**config.mk**
```make
export PLATFORM = sky130hd
export DESIGN_NAME = lsu_port
export DESIGN_NICKNAME = d
export VERILOG_FILES = /design/src/rtl/lsu_port.sv
export SDC_FILE = /design/constraint.sdc
export NUM_CORES = 1
export LEC_CHECK = 0
export BUFFER_PORTS_ARGS = -buffer_cell sky130_fd_sc_hd__buf_2
export CORE_UTILIZATION = 29
export CTS_CLUSTER_SIZE = 25
export DETAILED_ROUTE_END_ITERATION = 16
export PLACE_DENSITY = 0.6
export SYNTH_ARGS = -nofsm -noshare
export SYNTH_HDL_FRONTEND = slang
export SYNTH_SLANG_ARGS = --single-unit
```
**constraint.sdc**
```tcl
create_clock -name clk -period 3.7 [get_ports clk]
set_input_delay 0.185 -clock clk [delete_from_list [all_inputs] [get_ports clk]]
set_output_delay 0.185 -clock clk [all_outputs]
set_load 0.1 [all_outputs]
```
**src/rtl/lsu_port.sv**
```systemverilog
// lsu_port
// Load/store initiator for the data-side port of the shared dual-port RAM.
// Takes one request at a time, turns the RV32I funct3 width code into a word
// address, byte-write-enables and lane-replicated write data, and returns
// sign/zero-extended load data captured from the RAM's registered read port.
//
// Ports
//   clk, rst          : clock (rising edge), synchronous active-high reset
//   req_valid/ready   : request handshake; ready only in IDLE and out of reset
//   req_we            : 1 = store, 0 = load
//   req_funct3        : RV32I width/sign code
//   req_addr          : byte address
//   req_wdata         : right-justified store data
//   resp_valid        : one-cycle completion pulse
//   resp_rdata        : extended load result (0 for stores and faults)
//   resp_misaligned   : access not naturally aligned
//   resp_illegal      : funct3/we combination not supported
//   mem_en/we/addr/wdata : RAM port B controls, active only in ACCESS
//   mem_rdata         : RAM read data, valid the cycle after mem_en
module lsu_port #(
  parameter int ADDR_WIDTH = 10
) (
  input  logic                  clk,
  input  logic                  rst,
  input  logic                  req_valid,
  output logic                  req_ready,
  input  logic                  req_we,
  input  logic [2:0]            req_funct3,
  input  logic [31:0]           req_addr,
  input  logic [31:0]           req_wdata,
  output logic                  resp_valid,
  output logic [31:0]           resp_rdata,
  output logic                  resp_misaligned,
  output logic                  resp_illegal,
  output logic                  mem_en,
  output logic [3:0]            mem_we,
  output logic [ADDR_WIDTH-1:0] mem_addr,
  output logic [31:0]           mem_wdata,
  input  logic [31:0]           mem_rdata
);

  localparam logic [1:0] ST_IDLE   = 2'd0;
  localparam logic [1:0] ST_ACCESS = 2'd1;
  localparam logic [1:0] ST_WAIT   = 2'd2;
  localparam logic [1:0] ST_RESP   = 2'd3;

  logic [1:0]            state_q, state_d;
  logic                  we_q, we_d;
  logic [2:0]            funct3_q, funct3_d;
  logic [1:0]            lane_q, lane_d;
  logic [ADDR_WIDTH-1:0] addr_q, addr_d;
  logic [31:0]           wdata_q, wdata_d;
  logic                  resp_valid_q, resp_valid_d;
  logic [31:0]           resp_rdata_q, resp_rdata_d;
  logic                  resp_mis_q, resp_mis_d;
  logic                  resp_ill_q, resp_ill_d;

  logic        req_misaligned;
  logic        req_illegal;
  logic        access;
  logic [3:0]  byte_en;
  logic [31:0] wdata_repl;
  logic [7:0]  ld_byte;
  logic [15:0] ld_half;
  logic [31:0] ld_result;

  // Address bits above the RAM's word range are dropped so accesses wrap.
  logic unused_addr_bits;
  assign unused_addr_bits = ^req_addr[31:ADDR_WIDTH+2];

  assign req_ready = (state_q == ST_IDLE) && !rst;

  // funct3[1:0] gives the width; the reserved code 3 is checked like a word
  // so an illegal request can also report misalignment.
  assign req_misaligned = ((req_funct3[1:0] == 2'd1) && req_addr[0]) ||
                          (req_funct3[1] && (req_addr[1:0] != 2'b00));
  assign req_illegal    = (req_funct3 == 3'd3) ||
                          (req_funct3[2] && req_funct3[1]) ||
                          (req_we && req_funct3[2]);

  // RAM port drive: only in ACCESS, and never while reset is asserted.
  assign access = (state_q == ST_ACCESS) && !rst;

  always_comb begin
    byte_en    = 4'b1111;
    wdata_repl = wdata_q;
    case (funct3_q[1:0])
      2'd0: begin
        byte_en    = 4'b0001 << lane_q;
        wdata_repl = {4{wdata_q[7:0]}};
      end
      2'd1: begin
        byte_en    = 4'b0011 << lane_q;
        wdata_repl = {2{wdata_q[15:0]}};
      end
      default: begin
        byte_en    = 4'b1111;
        wdata_repl = wdata_q;
      end
    endcase
  end

  assign mem_en    = access;
  assign mem_addr  = access ? addr_q : '0;
  assign mem_we    = (access && we_q) ? byte_en : 4'b0000;
  assign mem_wdata = (access && we_q) ? wdata_repl : 32'h0;

  // Load extraction; funct3[2] selects zero extension.
  always_comb begin
    ld_byte = mem_rdata[7:0];
    case (lane_q)
      2'd0: ld_byte = mem_rdata[7:0];
      2'd1: ld_byte = mem_rdata[15:8];
      2'd2: ld_byte = mem_rdata[23:16];
      default: ld_byte = mem_rdata[31:24];
    endcase
    ld_half = lane_q[1] ? mem_rdata[31:16] : mem_rdata[15:0];
    case (funct3_q[1:0])
      2'd0: ld_result = funct3_q[2] ? {24'h0, ld_byte} : {{24{ld_byte[7]}}, ld_byte};
      2'd1: ld_result = funct3_q[2] ? {16'h0, ld_half} : {{16{ld_half[15]}}, ld_half};
      default: ld_result = mem_rdata;
    endcase
  end

  always_comb begin
    state_d      = state_q;
    we_d         = we_q;
    funct3_d     = funct3_q;
    lane_d       = lane_q;
    addr_d       = addr_q;
    wdata_d      = wdata_q;
    resp_valid_d = 1'b0;
    resp_rdata_d = resp_rdata_q;
    resp_mis_d   = resp_mis_q;
    resp_ill_d   = resp_ill_q;
    case (state_q)
      ST_IDLE: begin
        if (req_valid && req_ready) begin
          we_d     = req_we;
          funct3_d = req_funct3;
          lane_d   = req_addr[1:0];
          addr_d   = req_addr[ADDR_WIDTH+1:2];
          wdata_d  = req_wdata;
          if (req_misaligned || req_illegal) begin
            state_d      = ST_RESP;
            resp_valid_d = 1'b1;
            resp_rdata_d = 32'h0;
            resp_mis_d   = req_misaligned;
            resp_ill_d   = req_illegal;
          end else begin
            state_d = ST_ACCESS;
          end
        end
      end
      ST_ACCESS: begin
        if (we_q) begin
          state_d      = ST_RESP;
          resp_valid_d = 1'b1;
          resp_rdata_d = 32'h0;
          resp_mis_d   = 1'b0;
          resp_ill_d   = 1'b0;
        end else begin
          state_d = ST_WAIT;
        end
      end
      ST_WAIT: begin
        state_d      = ST_RESP;
        resp_valid_d = 1'b1;
        resp_rdata_d = ld_result;
        resp_mis_d   = 1'b0;
        resp_ill_d   = 1'b0;
      end
      default: state_d = ST_IDLE;
    endcase
  end

  always_ff @(posedge clk) begin
    if (rst) begin
      state_q      <= ST_IDLE;
      we_q         <= 1'b0;
      funct3_q     <= 3'd0;
      lane_q       <= 2'd0;
      addr_q       <= '0;
      wdata_q      <= 32'h0;
      resp_valid_q <= 1'b0;
      resp_rdata_q <= 32'h0;
      resp_mis_q   <= 1'b0;
      resp_ill_q   <= 1'b0;
    end else begin
      state_q      <= state_d;
      we_q         <= we_d;
      funct3_q     <= funct3_d;
      lane_q       <= lane_d;
      addr_q       <= addr_d;
      wdata_q      <= wdata_d;
      resp_valid_q <= resp_valid_d;
      resp_rdata_q <= resp_rdata_d;
      resp_mis_q   <= resp_mis_d;
      resp_ill_q   <= resp_ill_d;
    end
  end

  assign resp_valid      = resp_valid_q;
  assign resp_rdata      = resp_rdata_q;
  assign resp_misaligned = resp_mis_q;
  assign resp_illegal    = resp_ill_q;

endmodule
```
==> After elaboration in Yosys (flattened, before gate mapping) <==
Index checks and enable logic that the tools add are counted.
{ "word_totals": {"input_bits": 103, "ff_bits": 85, "elab_cells": 71} }
{ "classes": {"muxes": 29, "reduce_logical": 20, "shift": 2, "n_eq_ne": 10} }
{ "op_table": {"columns": ["op", "n"], "rows": [
  ["$mux 32", 6],
  ["$pmux 32 s2", 2],
  ["$pmux 32 s3", 1],
  ["$pmux 8 s3", 1],
  ["$mux 16", 1],
  ["$mux 10", 1],
  ["$mux 1", 9],
  ["$pmux 1 s3", 3],
  ["$eq 2x1->1 const B", 4],
  ["$logic_and 1x1->1", 8],
  ["$pmux 4 s2", 1],
  ["$logic_not 2->1", 3],
  ["$pmux 2 s3", 1],
  ["$eq 2x2->1 const B", 2],
  ["$logic_or 1x1->1", 4],
  ["$mux 2", 2],
  ["$mux 4", 1],
  ["$ne 2x1->1 const B", 2],
  ["$reduce_and 4->1", 1],
  ["$shl 1x2->4 const A", 1],
  ["$shl 2x2->4 const A", 1],
  ["$eq 3x2->1 const B", 1],
  ["$reduce_bool 3->1", 1],
  ["$ne 2x2->1 const B", 1],
  ["3 further kinds", 3]
]} }

==> Logic depth before layout (Yosys ltp) <==
{ "logic_depth": {"depth_word": 7, "depth_mapped": 9} }

==> Worst setup path after synthesis <==
No wires, ideal clock.
{ "synth_timing": {"kind": "register to output", "startpoint": "register funct3_q[0]", "endpoint": "output port mem_we[3]", "path_buffers": 3, "stages_incl_launch_ff": 6, "setup_slack_ps": 655, "arrival_ps": 2860, "required_time_ps": 3515, "cell_sequence": "dfxtp_1 > buf_2 > buf_1 > clkbuf_1 > o21ai_0 > a21oi_1"} }
{ "synth_via": {"elab_chain_cells": 3} }
{ "synth_lines": {"columns": ["element", "line", "text"], "rows": [
  ["start: declaration", "49", "logic [2:0] funct3_q, funct3_d;"],
  ["start signal: assignment", "192", "funct3_q <= funct3_d;"],
  ["$eq 2x1->1 or $logic_not 2->1 (tied branches)", "87", "case (funct3_q[1:0])"],
  ["$pmux 4 s2 *", "87", null],
  ["$mux 4 *", "105", "assign mem_we = (access && we_q) ? byte_en : 4'b0000;"],
  ["end: declaration", "36", "output logic [3:0] mem_we,"]
]} }
Every way passes the cells marked *; elsewhere a longest branch is shown, timed or not.

==> Worst setup path after layout <==
{ "layout_timing": {"startpoint": "register state_q[1]", "endpoint": "output port mem_wdata[10]"} }
{ "layout_via": {"elab_chain_cells": 4} }
{ "layout_lines": {"columns": ["element", "line", "text"], "rows": [
  ["start: declaration", "47", "logic [1:0] state_q, state_d;"],
  ["start signal: assignment", "190", "state_q <= state_d;"],
  ["$eq 2x1->1", "82", "assign access = (state_q == ST_ACCESS) && !rst;"],
  ["$logic_and 1x1->1", "82", null],
  ["$logic_and 1x1->1", "106", "assign mem_wdata = (access && we_q) ? wdata_repl : 32'h0;"],
  ["$mux 32", "106", null],
  ["end: declaration", "38", "output logic [31:0] mem_wdata,"]
]} }
No other way between the ends.

==> summary.md <==
The area of the die was 0.01624 mm2. The cell that appears most often on the critical path is buf_4. The source-to-sink clock delay at the later pin of the worst-skew pair was 340 ps; the synthesis-to-finish area growth was 35.87%. The clock sink total is 85. The clock passes through at most 2 buffers.

Setup violations remaining at the end of the flow were counted as 0. TritonCTS built the clock tree. Share of post-route cells with drive strength above 1: 0.2907.

Initial core utilization: 0.2991. Input and output buffers added on the ports amount to 165. The proportion of netlist area held by the largest area contributor is 0.3729.

The total area inside the core boundary comes to 0.01526 mm2. The power density relative to cell area is 540.9 mW/mm2. The most used flip-flop cell after synthesis is dfxtp_1. The post-route clock period utilization is 0.7575.

For the number of core rows, the log shows 45. The logs give 0.2113 for the fraction of met1 tracks used by global routing and 0.2822 for the global routing met2 resource utilization. The final layout contains routed wiring with a total length of 14.11 mm. Met3 capacity usage during global routing: 0.07119. Data on the critical path arrives at its endpoint at 2620 ps.

For the number of different library cells in the post-synthesis netlist, the log shows 43. The tools report the smallest setup slack after layout as 897.2 ps. The initial antenna violation count came out at 0. The tools report the global routing usage summed across all routing layers as 0.1746. Final sum of negative setup slack: 0 ps. The number of diodes was 0; the post-synth design cell area was 0.004563 mm2.

The final-stage net count was 815; the post-DP HPWL was 9.962 mm. The critical path is of the flip-flop to output pin type. The routed via count divided by cell count is 4.771. Final weighted congestion of routability-driven global placement: 0.7773.

STA classifies the critical path startpoint as a flip-flop. The first global-routing pass estimated 22.06 mm of wire. The launching point of the worst reg2reg path is funct3_q[0]. The hold violation total from the final report is 0. The number of detailed-route iterations in the first pass was 4.

The die is 127.4 um tall. The number of buffers added to fix hold violations after cts was 0. After the first detailed-routing iteration, the DRC count stood at 259. Worst stage delay on the critical path: 440 ps. In the layout the commonest cells are 137 x buf_2, 84 x dfxtp_1, 71 x nand2_1. Based on the critical path, the design can be clocked at up to 356.8 MHz. Biggest area consumer among synthesized cells: dfxtp_1. The run gives 0.3516 as the worst slew margin relative to its limit. Cell with the largest stage delay on the worst path: nand2_1. Summed over all cells, the static leakage comes to 2.530 nW. The number of enable flip-flop cells after synthesis was 0. For the clock skew, the log shows 5.352 ps. In this run the most critical hold path is launched from req_wdata[19]. The largest net degree at the start of global routing was 61.

Commonest non-fill, non-tap cell in the layout: buf_2. 186 I/O pins were placed. The synthesized area per cell works out to 7.991 um2.

The max capacitance violation total was 0. By area the synthesized netlist is led by dfxtp_1 37%, nand2b_1 6.6%, nand2_1 5.8%. Global-route layer with the greatest usage: met2. Synthesis produced a netlist with a net count of 678.

The worst-case IR drop observed on VDD is 0.2660 mV. The kind of path behind the tightest hold check is input port to flip-flop. The number of nets with antenna violations after routing came out at 0. The tools report the H-tree level count as 3.

The tools report the count of final max-slew check failures as 0. Minimum period implied by the final worst setup slack: 2803 ps. Leftover overflow at the end of global routing: 0. The pre-CTS setup slack was 1152 ps; the share of flip-flops with an asynchronous set or reset was 0. Data on the critical path is required at its endpoint by 3510 ps. In this run, CTS created clock tree buffers numbering 9. The total setup buffers inserted after CTS was 0.

The depth of the worst register-to-register path was 4; the number of storage elements in the synthesis netlist was 85. Counting every instance in the synthesized netlist gives 571. STA classifies the critical path endpoint as an output pin. The floorplan step set the die width to 127.4 um. Along the worst path, the maximum fanout reaches 20.

Beginning of the critical path: state_q[1]. After detailed routing, the number of remaining DRC violations is 0. Number of resized instances in the post-cts repair step: 0. Tightest hold margin: 27.06 ps. Setup repair after global routing left no endpoint under its margin. At the pin with the least slew margin, the transition time is 972.6 ps. The run gives 4404 as the routed via count. Counting the fill cells in the layout gives 1570. The clock-pin slew of the registers on the worst-case setup and hold paths came out at 60 ps. The sequential share of the synthesized area is 0.3729.

The flow ran to the end, and the final reports show no timing, DRC or antenna violations. For the number of global-route vias before repair, the log shows 4213. The Yosys step of the flow raised 0 warnings. Dividing the detail-routed wire length by the instance count gives 15.29 um. The signal on the critical path passes through inv_1 > ha_1 > nor2b_1 > buf_4 > nand2_1 > buf_4 > a21oi_1 > buf_12. The tree is rooted in a clkbuf_16. Along the worst hold path, the cell count comes to 3.
worst max-delay path: cells and delay by family, from the launching register on:
kind	cells	cell delay (ps)
buf+inv	4	930
fa+ha+maj	1	180
flops	1	340
compound gates	1	240
simple gates	2	580
kinds of logic (layout without fill, tap and decap cells):
family / Yosys count / after routing / share of synthesized area
AOI/OAI and AO/OA: 162 / 162 / 0.2553
buffers and inverters: 79 / 220 / 0.07348
and+or+nand+nor: 222 / 222 / 0.2424
muxes: 19 / 19 / 0.04497
adders and majority gates: 4 / 4 / 0.01097
DFF: 85 / 85 / 0.3729
worst paths after layout:
check / slack, ps / to
setup / recovery: 900 / mem_wdata[10]
hold / removal: 30 / wdata_q[19]
setup reg to reg: 1300 / resp_rdata[23]
hold reg to reg: 450 / resp_rdata[24]
report_power, final:
| part | total, mW | switching [mW] | internal, mW |
|---|---|---|---|
| sequential | 1.19 | 0.140 | 1.05 |
| combinational | 1.27 | 0.896 | 0.372 |
| clock | 0.892 | 0.373 | 0.519 |
| total | 3.35 | 1.41 | 1.94 |
flip-flops by register name (all words and copies together), names as in the netlist:
name / cells
we_q: 1
funct3_q: 3
addr_q: 10
resp_valid: 1
lane_q: 2
resp_illegal: 1
resp_misaligned: 1
state_q: 2
wdata_q: 32
resp_rdata: 32
layout make-up:
class                      count  area (um2)  area share
tap                          211       264.0     0.04258
multi-input combinational    407        2527      0.4077
inverter                      33       123.9     0.01998
clock buffer                  11       232.7     0.03754
sequential                    85        1703      0.2747
timing repair buffer         172        1299      0.2095
clock inverter                 4       50.05    0.008073
stage by stage:
step / util / power [mW] / std cells / cell area (um2)
after global placement: 0.3878 / 2.472 / 908 / 5917
final: 0.4063 / 3.353 / 923 / 6200
after global routing: 0.4063 / 3.553 / 923 / 6200
after detailed placement: 0.3878 / 2.482 / 908 / 5917
after floorplan: - / 2.188 / 571 / 4563
after CTS: 0.4063 / 3.388 / 923 / 6200
per-layer routing:
| metal | share of wire | vias up | wire [um] |
|---|---|---|---|
| li1 | - | 2241 | - |
| met1 | 0.45 | 2000 | 6309 |
| met2 | 0.45 | 152 | 6376 |
| met3 | 0.089 | 11 | 1252 |
| met4 | 0.012 | 0 | 173 |
| met5 | 0 | - | 0 |
cell usage after synthesis (2+ instances only):
library cell / n
o31ai_1: 4
or3_1: 8
a211o_1: 9
o21ai_0: 52
and3b_1: 8
nand3_1: 2
a221oi_1: 2
inv_1: 32
mux2i_1: 16
ha_1: 4
buf_1: 3
a21oi_1: 38
a22o_1: 8
dfxtp_1: 85
buf_6: 4
buf_2: 7
o32ai_1: 12
clkbuf_1: 32
o32ai_2: 13
o22ai_1: 8
a2bb2oi_1: 7
a211oi_1: 3
and3_1: 10
nor2_1: 56
and2_1: 11
nand2b_1: 48
nor2b_1: 3
nand2_1: 71
Note: power is estimated with default switching activity, not from simulation.
